===== config.mk =====
export PLATFORM = sky130hd
export DESIGN_NAME = sprite_pixel_pipeline_flat
export DESIGN_NICKNAME = d
export VERILOG_FILES = /design/src/rtl/sprite_pixel_pipeline_pkg.sv /design/src/rtl/sprite_pixel_pipeline_if.sv /design/src/rtl/sprite_pixel_pipeline_hit.sv /design/src/rtl/sprite_pixel_pipeline.sv /design/src/flat_wrapper.sv
export SDC_FILE = /design/constraint.sdc
export NUM_CORES = 1
export LEC_CHECK = 0
export ABC_AREA = 1
export CAP_MARGIN = 20
export CORE_ASPECT_RATIO = 0.7
export CORE_UTILIZATION = 41
export CTS_BUF_LIST = sky130_fd_sc_hd__clkbuf_8
export DETAILED_ROUTE_END_ITERATION = 12
export SETUP_SLACK_MARGIN = 0.5
export SKIP_CTS_REPAIR_TIMING = 1
export SLEW_MARGIN = 10
export SYNTH_ARGS = -nofsm -noshare
export SYNTH_HDL_FRONTEND = slang
export SYNTH_SLANG_ARGS = --single-unit

===== constraint.sdc =====
create_clock -name clk -period 9.8 [get_ports clk]
set_input_delay 1.96 -clock clk [delete_from_list [all_inputs] [get_ports clk]]
set_output_delay 1.96 -clock clk [all_outputs]
set_load 0.005 [all_outputs]

===== src/rtl/sprite_pixel_pipeline_pkg.sv =====
// vga_pkg: SVGA timing constants, sprite-table entry and pipeline-tag types,
// and memory-word channel slicing helpers shared by the sprite pixel pipeline.
package vga_pkg;

  localparam int H_ACTIVE     = 800;
  localparam int V_ACTIVE_DEF = 600;
  localparam int X_W          = 11;
  localparam int Y_W          = 10;
  localparam int SPR_ELEM_W   = 3;
  localparam int MAX_CH_W     = 8;
  localparam int MAX_WORD_W   = 3 * MAX_CH_W;

  typedef enum logic [1:0] {
    CH_B = 2'd0,
    CH_G = 2'd1,
    CH_R = 2'd2
  } channel_e;

  typedef struct packed {
    logic [X_W-1:0]        x;
    logic [Y_W-1:0]        y;
    logic [SPR_ELEM_W-1:0] elem;
    logic                  active;
  } sprite_entry_t;

  typedef struct packed {
    logic valid;
    logic hit;
    logic enable;
  } pipe_tag_t;

  // Channel fields are packed R,G,B from the MSB down, ch_w bits each.
  function automatic logic [MAX_CH_W-1:0] ch_field(input logic [MAX_WORD_W-1:0] word,
                                                   input int ch_w, input channel_e ch);
    return MAX_CH_W'(word >> (ch_w * int'(ch))) & MAX_CH_W'((1 << ch_w) - 1);
  endfunction

  function automatic logic [MAX_CH_W-1:0] ch_top(input logic [MAX_WORD_W-1:0] word,
                                                 input int ch_w, input int color_bits,
                                                 input channel_e ch);
    return ch_field(word, ch_w, ch) >> (ch_w - color_bits);
  endfunction

endpackage


===== src/rtl/sprite_pixel_pipeline_if.sv =====
// Sprite memory read bus: strobe, element and offset out; data returns one cycle later.
interface sprite_pixel_pipeline_if #(
  parameter int ELEM_W = 3,
  parameter int ADDR_W = 10,
  parameter int CH_W   = 4
);
  logic                mem_rd_en;
  logic [ELEM_W-1:0]   mem_element;
  logic [ADDR_W-1:0]   mem_address;
  logic [3*CH_W-1:0]   mem_data;

  modport master (output mem_rd_en, output mem_element, output mem_address, input mem_data);
  modport slave  (input mem_rd_en, input mem_element, input mem_address, output mem_data);
endinterface


===== src/rtl/sprite_pixel_pipeline_hit.sv =====
// sprite_hit_unit: decides whether one live sprite covers the current pixel and
// gives the pixel's offset inside that sprite. Bounds use one extra bit so no wrap.
module sprite_hit_unit
  import vga_pkg::*;
#(
  parameter int SPRITE_SIZE = 20,
  parameter int OFF_W       = 5
) (
  input  sprite_entry_t         i_entry,
  input  logic [X_W-1:0]        i_pixel_x,
  input  logic [Y_W-1:0]        i_pixel_y,
  output logic                  o_hit,
  output logic [OFF_W-1:0]      o_off_x,
  output logic [OFF_W-1:0]      o_off_y,
  output logic [SPR_ELEM_W-1:0] o_elem
);

  logic [X_W:0] w_x_end;
  logic [Y_W:0] w_y_end;
  logic         w_in_x;
  logic         w_in_y;

  assign w_x_end = {1'b0, i_entry.x} + (X_W+1)'(SPRITE_SIZE);
  assign w_y_end = {1'b0, i_entry.y} + (Y_W+1)'(SPRITE_SIZE);

  assign w_in_x = (i_pixel_x >= i_entry.x) && ({1'b0, i_pixel_x} < w_x_end);
  assign w_in_y = (i_pixel_y >= i_entry.y) && ({1'b0, i_pixel_y} < w_y_end);

  assign o_hit   = i_entry.active && w_in_x && w_in_y;
  assign o_off_x = OFF_W'(i_pixel_x - i_entry.x);
  assign o_off_y = OFF_W'(i_pixel_y - i_entry.y);
  assign o_elem  = i_entry.elem;

endmodule


===== src/rtl/sprite_pixel_pipeline.sv =====
// Sprite pixel pipeline: double-buffered sprite table, priority hit, memory fetch,
// colour key and background, 3-cycle aligned RGB/sync. Option: SPRITE_TRANSPARENCY_EN.
module sprite_pixel_pipeline
  import vga_pkg::*;
#(
  parameter int NUM_SPRITES = 4,
  parameter int SPRITE_SIZE = 20,
  parameter int ELEM_W      = SPR_ELEM_W,
  parameter int ADDR_W      = 10,
  parameter int CH_W        = 4,
  parameter int COLOR_BITS  = 3,
  parameter int V_ACTIVE    = V_ACTIVE_DEF,
  parameter logic [3*CH_W-1:0] BG_COLOR   = 12'h000,
  parameter logic [3*CH_W-1:0] TRANSP_KEY = 12'hF0F,
  localparam int SEL_W = (NUM_SPRITES > 1) ? $clog2(NUM_SPRITES) : 1
) (
  input  logic                   clk,
  input  logic                   reset,
  input  logic [X_W-1:0]         pixel_x,
  input  logic [Y_W-1:0]         pixel_y,
  input  logic                   video_enable,
  input  logic                   hsync_in,
  input  logic                   vsync_in,
  input  logic                   reg_wr_en,
  input  logic [SEL_W-1:0]       reg_sel,
  input  logic [X_W-1:0]         reg_x,
  input  logic [Y_W-1:0]         reg_y,
  input  logic [ELEM_W-1:0]      reg_elem,
  input  logic                   reg_active,
  sprite_pixel_pipeline_if.master mem,
  output logic [COLOR_BITS-1:0]  vga_r,
  output logic [COLOR_BITS-1:0]  vga_g,
  output logic [COLOR_BITS-1:0]  vga_b,
  output logic                   hsync_out,
  output logic                   vsync_out,
  output logic                   commit
);

  localparam int OFF_W = $clog2(SPRITE_SIZE);

  sprite_entry_t r_shadow [NUM_SPRITES];
  sprite_entry_t r_live   [NUM_SPRITES];
  logic          r_commit;
  logic          w_commit_pt;

  assign w_commit_pt = (pixel_x == '0) && (pixel_y == Y_W'(V_ACTIVE));

  // NOTE: the tables are a handful of flops, not a RAM, so they are reset
  // directly; a real memory macro could not be cleared this way.
  always_ff @(posedge clk or posedge reset) begin
    if (reset) begin
      for (int i = 0; i < NUM_SPRITES; i++) begin
        r_shadow[i] <= '0;
        r_live[i]   <= '0;
      end
      r_commit <= 1'b0;
    end else begin
      // NOTE: non-blocking assignments make live take the pre-write shadow
      // when a register write lands in the commit cycle.
      if (reg_wr_en && (int'(reg_sel) < NUM_SPRITES)) begin
        r_shadow[reg_sel] <= '{x: reg_x, y: reg_y, elem: SPR_ELEM_W'(reg_elem),
                               active: reg_active};
      end
      if (w_commit_pt) begin
        for (int i = 0; i < NUM_SPRITES; i++) r_live[i] <= r_shadow[i];
      end
      r_commit <= w_commit_pt;
    end
  end

  logic                  w_hit   [NUM_SPRITES];
  logic [OFF_W-1:0]      w_off_x [NUM_SPRITES];
  logic [OFF_W-1:0]      w_off_y [NUM_SPRITES];
  logic [SPR_ELEM_W-1:0] w_elem  [NUM_SPRITES];

  for (genvar g = 0; g < NUM_SPRITES; g++) begin : g_hit
    sprite_hit_unit #(.SPRITE_SIZE(SPRITE_SIZE), .OFF_W(OFF_W)) u_hit (
      .i_entry   (r_live[g]),
      .i_pixel_x (pixel_x),
      .i_pixel_y (pixel_y),
      .o_hit     (w_hit[g]),
      .o_off_x   (w_off_x[g]),
      .o_off_y   (w_off_y[g]),
      .o_elem    (w_elem[g])
    );
  end

  logic              w_any_hit;
  logic [SEL_W-1:0]  w_win;
  logic [ELEM_W-1:0] w_win_elem;
  logic [ADDR_W-1:0] w_win_addr;

  // NOTE: every always_comb output gets a default first so no latch is inferred.
  always_comb begin
    w_any_hit = 1'b0;
    w_win     = '0;
    for (int i = NUM_SPRITES - 1; i >= 0; i--) begin
      if (w_hit[i]) begin
        w_any_hit = 1'b1;
        w_win     = SEL_W'(i);
      end
    end
  end

  assign w_win_elem = ELEM_W'(w_elem[w_win]);
  assign w_win_addr = ADDR_W'(w_off_y[w_win]) * ADDR_W'(SPRITE_SIZE) + ADDR_W'(w_off_x[w_win]);

  logic              r_mem_rd_en;
  logic [ELEM_W-1:0] r_mem_element;
  logic [ADDR_W-1:0] r_mem_address;
  pipe_tag_t         r_tag1;
  pipe_tag_t         r_tag2;
  logic [2:0]        r_hs_dly;
  logic [2:0]        r_vs_dly;

  always_ff @(posedge clk or posedge reset) begin
    if (reset) begin
      r_mem_rd_en   <= 1'b0;
      r_mem_element <= '0;
      r_mem_address <= '0;
      r_tag1        <= '0;
      r_tag2        <= '0;
      r_hs_dly      <= '1;
      r_vs_dly      <= '1;
    end else begin
      r_mem_rd_en   <= w_any_hit && video_enable;
      r_mem_element <= (w_any_hit && video_enable) ? w_win_elem : '0;
      r_mem_address <= (w_any_hit && video_enable) ? w_win_addr : '0;
      r_tag1        <= '{valid: 1'b1, hit: w_any_hit && video_enable, enable: video_enable};
      r_tag2        <= r_tag1;
      r_hs_dly      <= {r_hs_dly[1:0], hsync_in};
      r_vs_dly      <= {r_vs_dly[1:0], vsync_in};
    end
  end

  assign mem.mem_rd_en   = r_mem_rd_en;
  assign mem.mem_element = r_mem_element;
  assign mem.mem_address = r_mem_address;

  logic              w_transp;
  logic [3*CH_W-1:0] w_pix;
  logic              w_show;

`ifdef SPRITE_TRANSPARENCY_EN
  assign w_transp = (mem.mem_data == TRANSP_KEY);
`else
  assign w_transp = 1'b0;
`endif

  // Only the winner is fetched, so a keyed-out winner falls back to background.
  always_comb begin
    w_pix = BG_COLOR;
    if (r_tag2.hit && !w_transp) w_pix = mem.mem_data;
  end

  assign w_show = r_tag2.valid && r_tag2.enable;

  logic [COLOR_BITS-1:0] r_vga_r;
  logic [COLOR_BITS-1:0] r_vga_g;
  logic [COLOR_BITS-1:0] r_vga_b;

  always_ff @(posedge clk or posedge reset) begin
    if (reset) begin
      r_vga_r <= '0;
      r_vga_g <= '0;
      r_vga_b <= '0;
    end else begin
      r_vga_r <= w_show ? COLOR_BITS'(ch_top(MAX_WORD_W'(w_pix), CH_W, COLOR_BITS, CH_R)) : '0;
      r_vga_g <= w_show ? COLOR_BITS'(ch_top(MAX_WORD_W'(w_pix), CH_W, COLOR_BITS, CH_G)) : '0;
      r_vga_b <= w_show ? COLOR_BITS'(ch_top(MAX_WORD_W'(w_pix), CH_W, COLOR_BITS, CH_B)) : '0;
    end
  end

  assign vga_r     = r_vga_r;
  assign vga_g     = r_vga_g;
  assign vga_b     = r_vga_b;
  assign hsync_out = r_hs_dly[2];
  assign vsync_out = r_vs_dly[2];
  assign commit    = r_commit;

endmodule

===== src/flat_wrapper.sv =====
// flat-port wrapper written by rule: the top's interface ports become plain ports
module sprite_pixel_pipeline_flat import vga_pkg::*;
#(
  parameter int NUM_SPRITES = 4,
  parameter int SPRITE_SIZE = 20,
  parameter int ELEM_W      = SPR_ELEM_W,
  parameter int ADDR_W      = 10,
  parameter int CH_W        = 4,
  parameter int COLOR_BITS  = 3,
  parameter int V_ACTIVE    = V_ACTIVE_DEF,
  parameter logic [3*CH_W-1:0] BG_COLOR   = 12'h000,
  parameter logic [3*CH_W-1:0] TRANSP_KEY = 12'hF0F,
  localparam int SEL_W = (NUM_SPRITES > 1) ? $clog2(NUM_SPRITES) : 1
)
  (clk, reset, pixel_x, pixel_y, video_enable, hsync_in, vsync_in, reg_wr_en, reg_sel, reg_x, reg_y, reg_elem, reg_active, vga_r, vga_g, vga_b, hsync_out, vsync_out, commit, mem_mem_rd_en, mem_mem_element, mem_mem_address, mem_mem_data);
  sprite_pixel_pipeline_if #(.ELEM_W(ELEM_W), .ADDR_W(ADDR_W), .CH_W(CH_W)) mem_i ();
  input  logic clk;
  input  logic reset;
  input  logic [X_W-1:0] pixel_x;
  input  logic [Y_W-1:0] pixel_y;
  input  logic video_enable;
  input  logic hsync_in;
  input  logic vsync_in;
  input  logic reg_wr_en;
  input  logic [SEL_W-1:0] reg_sel;
  input  logic [X_W-1:0] reg_x;
  input  logic [Y_W-1:0] reg_y;
  input  logic [ELEM_W-1:0] reg_elem;
  input  logic reg_active;
  output logic [COLOR_BITS-1:0] vga_r;
  output logic [COLOR_BITS-1:0] vga_g;
  output logic [COLOR_BITS-1:0] vga_b;
  output logic hsync_out;
  output logic vsync_out;
  output logic commit;
  output wire logic [$bits(mem_i.mem_rd_en)-1:0] mem_mem_rd_en;
  output wire logic [$bits(mem_i.mem_element)-1:0] mem_mem_element;
  output wire logic [$bits(mem_i.mem_address)-1:0] mem_mem_address;
  input wire logic [$bits(mem_i.mem_data)-1:0] mem_mem_data;
  assign mem_mem_rd_en = mem_i.mem_rd_en;
  assign mem_mem_element = mem_i.mem_element;
  assign mem_mem_address = mem_i.mem_address;
  assign mem_i.mem_data = mem_mem_data;
  sprite_pixel_pipeline #(.NUM_SPRITES(NUM_SPRITES), .SPRITE_SIZE(SPRITE_SIZE), .ELEM_W(ELEM_W), .ADDR_W(ADDR_W), .CH_W(CH_W), .COLOR_BITS(COLOR_BITS), .V_ACTIVE(V_ACTIVE), .BG_COLOR(BG_COLOR), .TRANSP_KEY(TRANSP_KEY)) u_core (.clk(clk), .reset(reset), .pixel_x(pixel_x), .pixel_y(pixel_y), .video_enable(video_enable), .hsync_in(hsync_in), .vsync_in(vsync_in), .reg_wr_en(reg_wr_en), .reg_sel(reg_sel), .reg_x(reg_x), .reg_y(reg_y), .reg_elem(reg_elem), .reg_active(reg_active), .mem(mem_i), .vga_r(vga_r), .vga_g(vga_g), .vga_b(vga_b), .hsync_out(hsync_out), .vsync_out(vsync_out), .commit(commit));
endmodule

==> metrics <==
share of synthesized flip-flops with an asynchronous set or reset=100.0%; GR Overflow Total=0; sw frac=27.06%; number of distinct library cell variants in the gate-level netlist after synthesis=48; First-pass DRT Iterations=5; final routed wirelength across all metal layers=38710 um; final standard cell area without fillers=0.01667 sq mm; total leakage power=8.407 nW; maximum operating frequency=0.1503 GHz; H-Tree Level Count=2; number of fill cells in the layout=3431; Worst EP arrival=7.11 ns; peak supply drop=84.80 uV; worst-path maximum fanout=36; Seq. cell area=0.005888 sq mm; most common cell type on the critical path=sky130_fd_sc_hd__nor2_1; share of the yosys chip area belonging to registers=40.86%; worst relative slew slack=29.54%; source-to-sink clock delay at the later pin of the worst-skew pair=0.58 ns; cell at the root of the clock tree=sky130_fd_sc_hd__clkbuf_8; antenna cells=0; Core ar.=0.03466 sq mm; layout cell share with drive strength beyond 1=7.120%; final hold slack=0.3489 ns; Setup CP Type=input port to register; placement row count=57; synthesized instance count=1749; Post-Syn Area=0.01441 sq mm; # setup viols final=0; combinational cell fraction of total power=11.2%; part of the total power dissipated in the clock network=42.4%; area taken by multi-input logic gates=0.007552 sq mm; width of the chip=226.1 um; per-cell routed wire length=16.54 um; sum of negative setup slack=0 ns; Hold Vio Cnt, Final=0; remaining design rule violation count=0; total routing resource utilization after global routing=22.48%; internal power summed over all cells=0.001691 W; total net switching power=0.0006274 W; RePlAce Congestion=0.8634; slew of the pin with the lowest slew margin=1.050 ns; worst slack after detailed placement=2.582 ns; effective utilization at floorplan=41.57%; clock buffer count from CTS=40; DRC marker count from the first detailed-route iteration=955; unrepaired setup endpoints after global routing=false; Avg Synthesized Cell Area=8.238 sq um; hpwl dp=27720 um; Worst path slowest cell=sky130_fd_sc_hd__clkdlybuf4s50_1; crit share post-route=67.90%; time the worst path needs with I/O delays and setup=6.654 ns; number of antenna violations at the first check in global routing=0; sort of element at the start of the critical path=input port; vias in the first global route=11370; Pwr Density=139.1 mW/mm^2; synthesized flop and latch total=235; CTS tree=done; WP data required=10.25 ns; fin nets=2084; port bufs=88; final clock skew=0.03419 ns; number of violations of the max-capacitance limit=0; Area growth, synth to finish=15.72%; average via count per standard cell=5.016; Post-Synthesis Net Count=1993; global-route wire length before repair=63010 um; run status=finished, final reports clean; final worst setup slack=3.146 ns; die height=158.8 um; die footprint=0.03591 sq mm; maximum number of pins on one net before global-route repair=104; count of nets left with antenna violations after detail routing=0; clock-pin slew on the worst setup and hold paths=0.06 ns; sequential power share=46.4%; final slew viol count=0; category of the worst setup path capture point=register; area after detailed placement=0.01576 sq mm; vias after detailed routing=11740; maximum number of buffers from clock root to sink=3; Ys Warns=0; clock sink total=235; delay of the slowest cell on the worst path=0.75 ns; HP Class=register to register; most common flop cell mapped by yosys=sky130_fd_sc_hd__dfrtp_1; count of flip-flops with a built-in enable after synthesis=0; I/O pin count=92
[per-layer routing]
metal  GRT usage, %  vias to the layer above  part of all wire (%)
met2          30.76                      272                    39
met3          3.534                       42                   5.8
met1          36.45                     5514                    54
met5              0                        -                     0
li1               -                     5909                     -
met4          4.699                        0                   1.1
[synth_stat cells, drive strengths merged, types with 2 or more instances]
master	n	area share [%]
nor3	23	0.83
a21oi	95	3.3
dfstp	6	1.1
nand4	20	0.87
nor4	6	0.26
dfrtp	229	40
o211ai	2	0.10
nand3b	7	0.39
or2	4	0.17
and2	2	0.087
xnor2	10	0.61
o21a	6	0.31
o21ai	233	8.1
nand2	423	11
nor2	110	3.1
nand3	68	2.6
fa	10	1.4
a31oi	3	0.13
clkbuf	40	1.0
ha	168	15
xor2	59	3.6
inv	206	5.4
buf	8	0.40
a21boi	2	0.10
clkinv	2	0.052
[registers in the layout, summed over array words and instances, names as in the netlist]
signal / cells
u_core.r_live: 100
u_core.mem.mem_element: 3
u_core.vga_g: 3
u_core.r_tag2: 3
u_core.r_shadow: 100
u_core.r_vs_dly: 3
u_core.r_tag1: 2
u_core.vga_b: 3
u_core.mem.mem_address: 10
u_core.commit: 1
u_core.r_hs_dly: 3
u_core.mem.mem_rd_en: 1
u_core.vga_r: 3
[stage by stage]
stage          utilization (%)  total power, W  std cells
2_1_floorplan                -        0.001246       1749
3_3_place_gp             45.48        0.001340       2269
3_5_place_dp             45.48        0.001351       2269
4_1_cts                  48.03        0.002351       2339
5_1_grt                  48.10        0.002441       2340
6_report                 48.10        0.002319       2340
[final timing paths]
path	depth (start not counted)	to	start	slack [ns]
min	0	u_core.r_tag2[0]$_DFF_PP0_	u_core.r_tag1[0]$_DFF_PP0_	0.35
max reg2reg	29	u_core.mem.mem_address[8]$_DFF_PP0_	u_core.r_live[6]$_DFFE_PP0P_	4.16
max	29	u_core.mem.mem_address[8]$_DFF_PP0_	pixel_x[8]	3.15
min in group asynchronous	2	u_core.r_live[35]$_DFFE_PP0P_	reset	1.95
min reg2reg	0	u_core.r_tag2[0]$_DFF_PP0_	u_core.r_tag1[0]$_DFF_PP0_	0.35
max in group asynchronous	3	u_core.vga_b[2]$_DFF_PP0_	reset	6.46
[power groups by stage]
stage / registers (W) / logic, W / clock network, W
after detailed placement: 0.00109 / 0.000259 / 0
after global placement: 0.00109 / 0.000250 / 0
final: 0.00108 / 0.000259 / 0.000984
after floorplan: 0.00108 / 0.000164 / 0
after CTS: 0.00108 / 0.000260 / 0.00101
after global routing: 0.00108 / 0.000299 / 0.00106
[cells by family (layout without fill, tap and decap cells)]
logic type / count (synthesis) / count (layout) / share of synthesized area, %
flip-flops: 235 / 235 / 40.86
adder cells (fa/ha/maj): 178 / 178 / 15.98
XOR/XNOR: 69 / 69 / 4.194
AO/OA/AOI/OAI: 346 / 346 / 12.37
AND/OR/NAND/NOR: 664 / 664 / 19.71
buffers and inverters: 256 / 375 / 6.860
other: 1 / 1 / 0.02603
[layout make-up]
type | instances | share of cell area (%)
Clock inverter | 19 | 1.088
Inverter | 208 | 4.743
Tap cell | 472 | 3.542
Timing Repair Buffer | 97 | 5.808
Sequential cell | 235 | 35.31
Clock buffer | 51 | 4.210
Multi-Input combinational cell | 1258 | 45.29
[worst max-delay path: cells and delay by family]
family          cells  cell delay, ns
simple gates       19            2.41
fa+ha+maj           4            1.43
buf+inv             5            1.19
compound gates      1            0.08
[cell usage in the layout, fill, tap and decap left out, types with 2 or more instances in the layout]
cell	instances
sky130_fd_sc_hd__o21ai_0	208
sky130_fd_sc_hd__buf_4	8
sky130_fd_sc_hd__nor2_1	100
sky130_fd_sc_hd__nand3_2	7
sky130_fd_sc_hd__bufinv_16	3
sky130_fd_sc_hd__o21ai_1	23
sky130_fd_sc_hd__nand2_1	413
sky130_fd_sc_hd__nor4_1	6
sky130_fd_sc_hd__nor3_1	22
sky130_fd_sc_hd__o21a_1	6
sky130_fd_sc_hd__or2_2	3
sky130_fd_sc_hd__nand4_1	20
sky130_fd_sc_hd__inv_1	195
sky130_fd_sc_hd__clkinv_2	6
sky130_fd_sc_hd__clkdlybuf4s50_1	88
sky130_fd_sc_hd__nand2_4	2
sky130_fd_sc_hd__inv_8	2
sky130_fd_sc_hd__fa_1	10
sky130_fd_sc_hd__nand3b_1	6
sky130_fd_sc_hd__dfrtp_1	229
sky130_fd_sc_hd__a31oi_1	3
sky130_fd_sc_hd__xnor2_1	10
sky130_fd_sc_hd__nand2_2	8
sky130_fd_sc_hd__a21oi_1	95
sky130_fd_sc_hd__inv_2	15
sky130_fd_sc_hd__nor2_2	9
sky130_fd_sc_hd__clkbuf_8	51
sky130_fd_sc_hd__o211ai_1	2
sky130_fd_sc_hd__nand3_1	59
sky130_fd_sc_hd__o21ai_2	2
sky130_fd_sc_hd__nand3_4	2
sky130_fd_sc_hd__clkinvlp_4	3
sky130_fd_sc_hd__dfstp_2	6
sky130_fd_sc_hd__ha_1	168
sky130_fd_sc_hd__xor2_1	59
(Power assumes the default switching activity.)
